## src/rtl/uart_program_buffer.sv

```systemverilog
// rtl/uart_program_buffer.sv - UART symbol loader into a DEPTH-entry program buffer with registered read port
// Optional LOOP_EN: in RUN the read pointer wraps after the last word and the program repeats.
module uart_program_buffer #(
    parameter int INSTR_W = 13,
    parameter int ADDR_W  = 4
) (
    input  logic               clk,
    input  logic               rst,
    input  logic               rx_done_tick,
    input  logic [1:0]         rx_sym,
    input  logic               rd_en,
    output logic               run,
    output logic [ADDR_W:0]    instr_count,
    output logic [INSTR_W-1:0] last_instr,
    output logic [INSTR_W-1:0] rd_data,
    output logic [ADDR_W-1:0]  rd_addr,
    output logic               rd_valid,
    output logic               prog_done,
    output logic               overflow,
    output logic               frag_err
);

    localparam int DEPTH = 2 ** ADDR_W;
    localparam int CNT_W = $clog2(INSTR_W + 1);
    localparam logic [1:0] SYM_START = 2'b11;
    localparam logic [1:0] SYM_STOP  = 2'b10;

    typedef enum logic [1:0] {
        LOAD = 2'b00,
        RUN  = 2'b01
    } state_t;

    state_t state, state_nxt;

    logic [INSTR_W-1:0] mem [DEPTH];
    logic [INSTR_W-1:0] shreg;
    logic [CNT_W-1:0]   bit_cnt;
    logic [ADDR_W-1:0]  wr_ptr;
    logic [ADDR_W-1:0]  rd_ptr;

    logic               is_bit, is_start, is_stop;
    logic [INSTR_W-1:0] shreg_shift;
    logic               word_done, buf_full, last_read, do_write, do_read;

    assign is_bit      = rx_done_tick && !rx_sym[1];
    assign is_start    = rx_done_tick && (rx_sym == SYM_START);
    assign is_stop     = rx_done_tick && (rx_sym == SYM_STOP);
    assign shreg_shift = {shreg[INSTR_W-2:0], rx_sym[0]};
    assign word_done   = is_bit && (bit_cnt == CNT_W'(INSTR_W - 1));
    assign buf_full    = (instr_count == (ADDR_W + 1)'(DEPTH));
    assign last_read   = ({1'b0, rd_ptr} == instr_count - 1'b1);
    assign do_write    = (state == LOAD) && word_done && !buf_full;
    // STOP takes priority over a read request in the same cycle
    assign do_read     = (state == RUN) && !is_stop && rd_en && !prog_done;

    always_ff @(posedge clk or negedge rst) begin
        if (!rst) begin
            state <= LOAD;
        end else begin
            state <= state_nxt;
        end
    end

    always_comb begin
        state_nxt = LOAD;
        case (state)
            LOAD:    state_nxt = is_start ? RUN : LOAD;
            RUN:     state_nxt = is_stop ? LOAD : RUN;
            default: state_nxt = LOAD;
        endcase
    end

    // Buffer contents survive reset and STOP; only the pointers are cleared
    always_ff @(posedge clk) begin
        if (do_write) begin
            mem[wr_ptr] <= shreg_shift;
        end
    end

    always_ff @(posedge clk or negedge rst) begin
        if (!rst) begin
            run         <= 1'b0;
            instr_count <= '0;
            last_instr  <= '0;
            rd_data     <= '0;
            rd_addr     <= '0;
            rd_valid    <= 1'b0;
            prog_done   <= 1'b0;
            overflow    <= 1'b0;
            frag_err    <= 1'b0;
            shreg       <= '0;
            bit_cnt     <= '0;
            wr_ptr      <= '0;
            rd_ptr      <= '0;
        end else begin
            rd_valid <= 1'b0;
            case (state)
                LOAD: begin
                    if (is_bit) begin
                        if (word_done) begin
                            bit_cnt    <= '0;
                            shreg      <= '0;
                            last_instr <= shreg_shift;
                            if (buf_full) begin
                                overflow <= 1'b1;
                            end else begin
                                wr_ptr      <= wr_ptr + 1'b1;
                                instr_count <= instr_count + 1'b1;
                            end
                        end else begin
                            bit_cnt <= bit_cnt + 1'b1;
                            shreg   <= shreg_shift;
                        end
                    end else if (is_start) begin
                        if (bit_cnt != '0) frag_err <= 1'b1;
                        bit_cnt   <= '0;
                        shreg     <= '0;
                        run       <= 1'b1;
                        rd_ptr    <= '0;
                        prog_done <= (instr_count == '0);
                    end else if (is_stop) begin
                        if (bit_cnt != '0) frag_err <= 1'b1;
                        bit_cnt     <= '0;
                        shreg       <= '0;
                        wr_ptr      <= '0;
                        instr_count <= '0;
                    end
                end
                RUN: begin
                    if (is_stop) begin
                        run         <= 1'b0;
                        prog_done   <= 1'b0;
                        bit_cnt     <= '0;
                        shreg       <= '0;
                        wr_ptr      <= '0;
                        instr_count <= '0;
                    end else if (do_read) begin
                        rd_valid <= 1'b1;
                        rd_data  <= mem[rd_ptr];
                        rd_addr  <= rd_ptr;
                        if (last_read) begin
                            prog_done <= 1'b1;
`ifdef LOOP_EN
                            rd_ptr    <= '0;
`else
                            rd_ptr    <= rd_ptr + 1'b1;
`endif
                        end else begin
                            rd_ptr <= rd_ptr + 1'b1;
                        end
                    end
`ifdef LOOP_EN
                    // End-of-pass indication lasts one cycle unless the program is empty
                    else if (instr_count != '0) begin
                        prog_done <= 1'b0;
                    end
`endif
                end
                default: begin
                    run       <= 1'b0;
                    prog_done <= 1'b0;
                end
            endcase
        end
    end

endmodule

```

## config.mk

```make
export PLATFORM = sky130hd
export DESIGN_NAME = uart_program_buffer
export DESIGN_NICKNAME = d
export VERILOG_FILES = /design/src/rtl/uart_program_buffer.sv
export SDC_FILE = /design/constraint.sdc
export NUM_CORES = 1
export LEC_CHECK = 0
export ABC_AREA = 1
export CAP_MARGIN = 10
export CORE_MARGIN = 5
export CORE_UTILIZATION = 60
export CTS_CLUSTER_DIAMETER = 50
export DETAILED_ROUTE_END_ITERATION = 12
export PLACE_DENSITY = 0.91
export SYNTH_ARGS = -nofsm -noshare
export SYNTH_HDL_FRONTEND = slang
export SYNTH_SLANG_ARGS = --single-unit
```

## constraint.sdc

```tcl
create_clock -name clk -period 2.55 [get_ports clk]
set_input_delay 0.51 -clock clk [delete_from_list [all_inputs] [get_ports clk]]
set_output_delay 0.51 -clock clk [all_outputs]
set_load 0.01 [all_outputs]
```

==> key figures <==
Synthesis
  • Dominant synthesized flop cell: edfxtp_1
  • Yosys top cell by area: edfxtp_1
  • Fraction of registers with async set/reset: 0.238
  • Post-synth EDFFs: 208
  • Synth top area share: 0.560
  • Syn Inst Count: 956
  • Cell with the most instances after synthesis: edfxtp_1
  • Syn_area_per_cell: 11.7 um^2
  • Synth warn: 0
  • Post-synth cell types: 31
  • Seq/Total Area, Yosys: 0.705
  • Synth cell count leaders: edfxtp_1 (208), nor2_1 (186), nand2_1 (128)
  • #FFs+latches synth: 273
  • Post-Syn Nets: 971
  • Mapped cell area: 0.0112 mm^2
  • Top area cells in the synthesized netlist: edfxtp_1 (56%), dfrtp_1 (15%), nor2_1 (6.3%), o21ai_0 (4.6%), nand2_1 (4.3%)

GRT
  • Vias in the first global route: 7857
  • First-pass GRT wire length: 43000 um
  • Largest net degree at the start of global routing: 109
  • Total Routing Usage GR: 0.255
  • Initial antenna violation count: 0
  • Overflow after GRT: 0

Status
  • Status: complete, no violations

Routing
  • First DRT Iteration DRCs: 1037
  • Routed Antenna Nets: 0
  • Via count: 8040
  • Drt first pass iters: 5
  • WL final: 27800 um
  • Mean routed wirelength per cell: 21.9 um
  • Via/cell ratio: 6.36
  • # DRC: 0

Placed design
  • IO buf count: 45
  • HPWL Detailed: 16800 um
  • Routability cong.: 0.872

Setup path
  • Delay of the slowest cell on the worst path: 0.44 ns
  • FF-to-FF End: mem[11][3]
  • CP arrival: 2.72 ns
  • Startpoint type of the worst setup path: register
  • R2R setup slack: 0.05 ns
  • Crit path cell chain: inv_1, ha_1, nand2_1, nor2_1, nand2_1, nand2_1, inv_2, nand2_4, nor2_1, inv_1, nor2_1, buf_6
  • Beginning of the critical path: instr_count[0]
  • R2R depth: 12
  • Worst Setup End Kind: register
  • Req. time, crit path: 2.77 ns
  • Critical path's slowest cell: dfrtp_1
  • Crit-path max FO: 13
  • CP Class: register to register
  • Reg-to-reg startpoint: instr_count[0]

STA
  • Hold Fails Final Rpt: 0
  • Tcrit/Tclk final: 0.981
  • Max-slew violation count: 0
  • Worst rel slew slack: 0.432
  • Fin Setup TNS: 0 ns
  • WHS: 0.476 ns
  • Unrepaired setup endpoints after global routing: no
  • Final Critical Period: 2.50 ns
  • Slew @ Worst Pin: 0.852 ns
  • Max Freq: 400 MHz
  • Setup Skew: 0.0152 ns
  • Setup Viol. Count Final: 0

Job
  • Max-Cap Viols: 0

Floorplan
  • Chip width: 146 um
  • Die Ht: 146 um
  • IO Pins: 46
  • Row cnt: 49
  • Die footprint: 0.0214 mm^2
  • Initial Util: 0.615
  • Core area: 0.0181 mm^2

Cells and area
  • Share of layout cells above drive strength 1: 0.0840
  • Area delta synth->final: 14.2%
  • Filler instances: 1101
  • N_diodes: 0
  • Nets: 1031
  • Post-layout util: 0.702

Clock tree
  • Post-CTS setup buffer count: 0
  • CTS tree: built
  • Max Root-Sink Buffers: 3
  • Root buffer cell: clkbuf_16
  • Clock-pin slew on the worst setup and hold paths: 0.06 ns
  • CTS buffer count: 26
  • Sink Count: 273
  • Worst-Skew Late Latency: 0.53 ns
  • H-tree depth: 1

Pwr
  • Pwr dens: 957 mW/mm^2
  • Peak supply drop: 0.000693 V
  • Tot Pwr: 12.2 mW
  • Pleak: 4.75 nW

Hold path
  • Hold WC Path Type: primary input to async pin
[power by group]
part / internal [mW] / switching, mW / total (mW) / leakage (nW)
sequential: 5.00 / 0.233 / 5.24 / 2.78
combinational: 1.09 / 2.16 / 3.25 / 1.56
clock: 2.16 / 1.56 / 3.72 / 0.407
total: 8.25 / 3.95 / 12.2 / 4.75
[critical path: cells and delay by family, from the launching register on]
kind / cells / cell delay (ns)
buf+inv: 4 / 0.63
flops: 1 / 0.44
simple gates: 7 / 0.85
fa+ha+maj: 1 / 0.27
[worst max path at each step]
stage | end | cells after the start | slack (ns)
after floorplan | mem[11][0] | 11 | 0.23
after global placement | mem[8][6] | 10 | 0.20
after detailed placement | mem[14][12] | 10 | 0.11
after CTS | mem[11][9] | 12 | 0.14
after global routing | mem[11][3] | 12 | 0.009
final | mem[11][3] | 12 | 0.05
[area by class of cell]
class / count / area [um^2] / area share
flip-flops and latches: 273 / 7880 / 0.618
clock inverters: 7 / 58.8 / 0.00461
repair buffers: 82 / 767 / 0.0602
clock buffers: 41 / 768 / 0.0603
well taps: 229 / 287 / 0.0225
inverters: 50 / 190 / 0.0149
multi-input cells: 583 / 2800 / 0.220
[layout by cell type (no fill, tap or decap), types with 10 or more instances in the layout]
| master | netlist | final |
|---|---|---|
| clkbuf_1 | 9 | 10 |
| nor2_1 | 186 | 186 |
| dfrtp_1 | 65 | 63 |
| o211ai_1 | 50 | 50 |
| nand3_1 | 36 | 36 |
| o21ai_0 | 103 | 103 |
| nand2_1 | 128 | 128 |
| inv_1 | 45 | 45 |
| o22ai_1 | 13 | 13 |
| o21ai_1 | 35 | 35 |
| edfxtp_1 | 208 | 208 |
| buf_4 | 9 | 32 |
| clkbuf_16 | 0 | 27 |
| clkdlybuf4s50_1 | 0 | 44 |
[repair_timing]
item	CTS	global route
gates resized for setup	0	1
hold buffers	1	0
hold endpoints to repair	21	0
setup endpoints to repair	0	13
[logic make-up (layout without fill, tap and decap cells)]
logic type | after synthesis | count (layout) | share of synthesized area
AND/OR/NAND/NOR | 361 | 361 | 0.130
flip-flops | 273 | 273 | 0.705
AO/OA/AOI/OAI | 210 | 210 | 0.108
XOR/XNOR | 3 | 3 | 0.00235
buffers and inverters | 100 | 180 | 0.0436
adder cells (fa/ha/maj) | 9 | 9 | 0.0101
[per-layer routing]
layer | vias up | track usage | share of wire
met3 | 115 | 0.0459 | 0.10
met5 | - | 0 | 0
li1 | 3469 | - | -
met4 | 0 | 0.0913 | 0.043
met1 | 3839 | 0.333 | 0.36
met2 | 617 | 0.435 | 0.49
[flip-flops by register name, indices dropped and copies added (netlist names), 4 cells and up]
register and cells:
mem 208, last_instr 13, rd_data 13, shreg 12
instr_count 5, bit_cnt 4, rd_addr 4, rd_ptr 4
wr_ptr 4
[through the flow]
stage                     instance area, um^2  std cells  setup slack [ns]
final                                   12700       1265            0.0489
after global routing                    12700       1265           0.00927
after CTS                               12700       1265             0.143
after detailed placement                11900       1216             0.107
after global placement                  11900       1216             0.197
after floorplan                         11200        956             0.232
No activity file was read; power rests on OpenSTA's default activity.
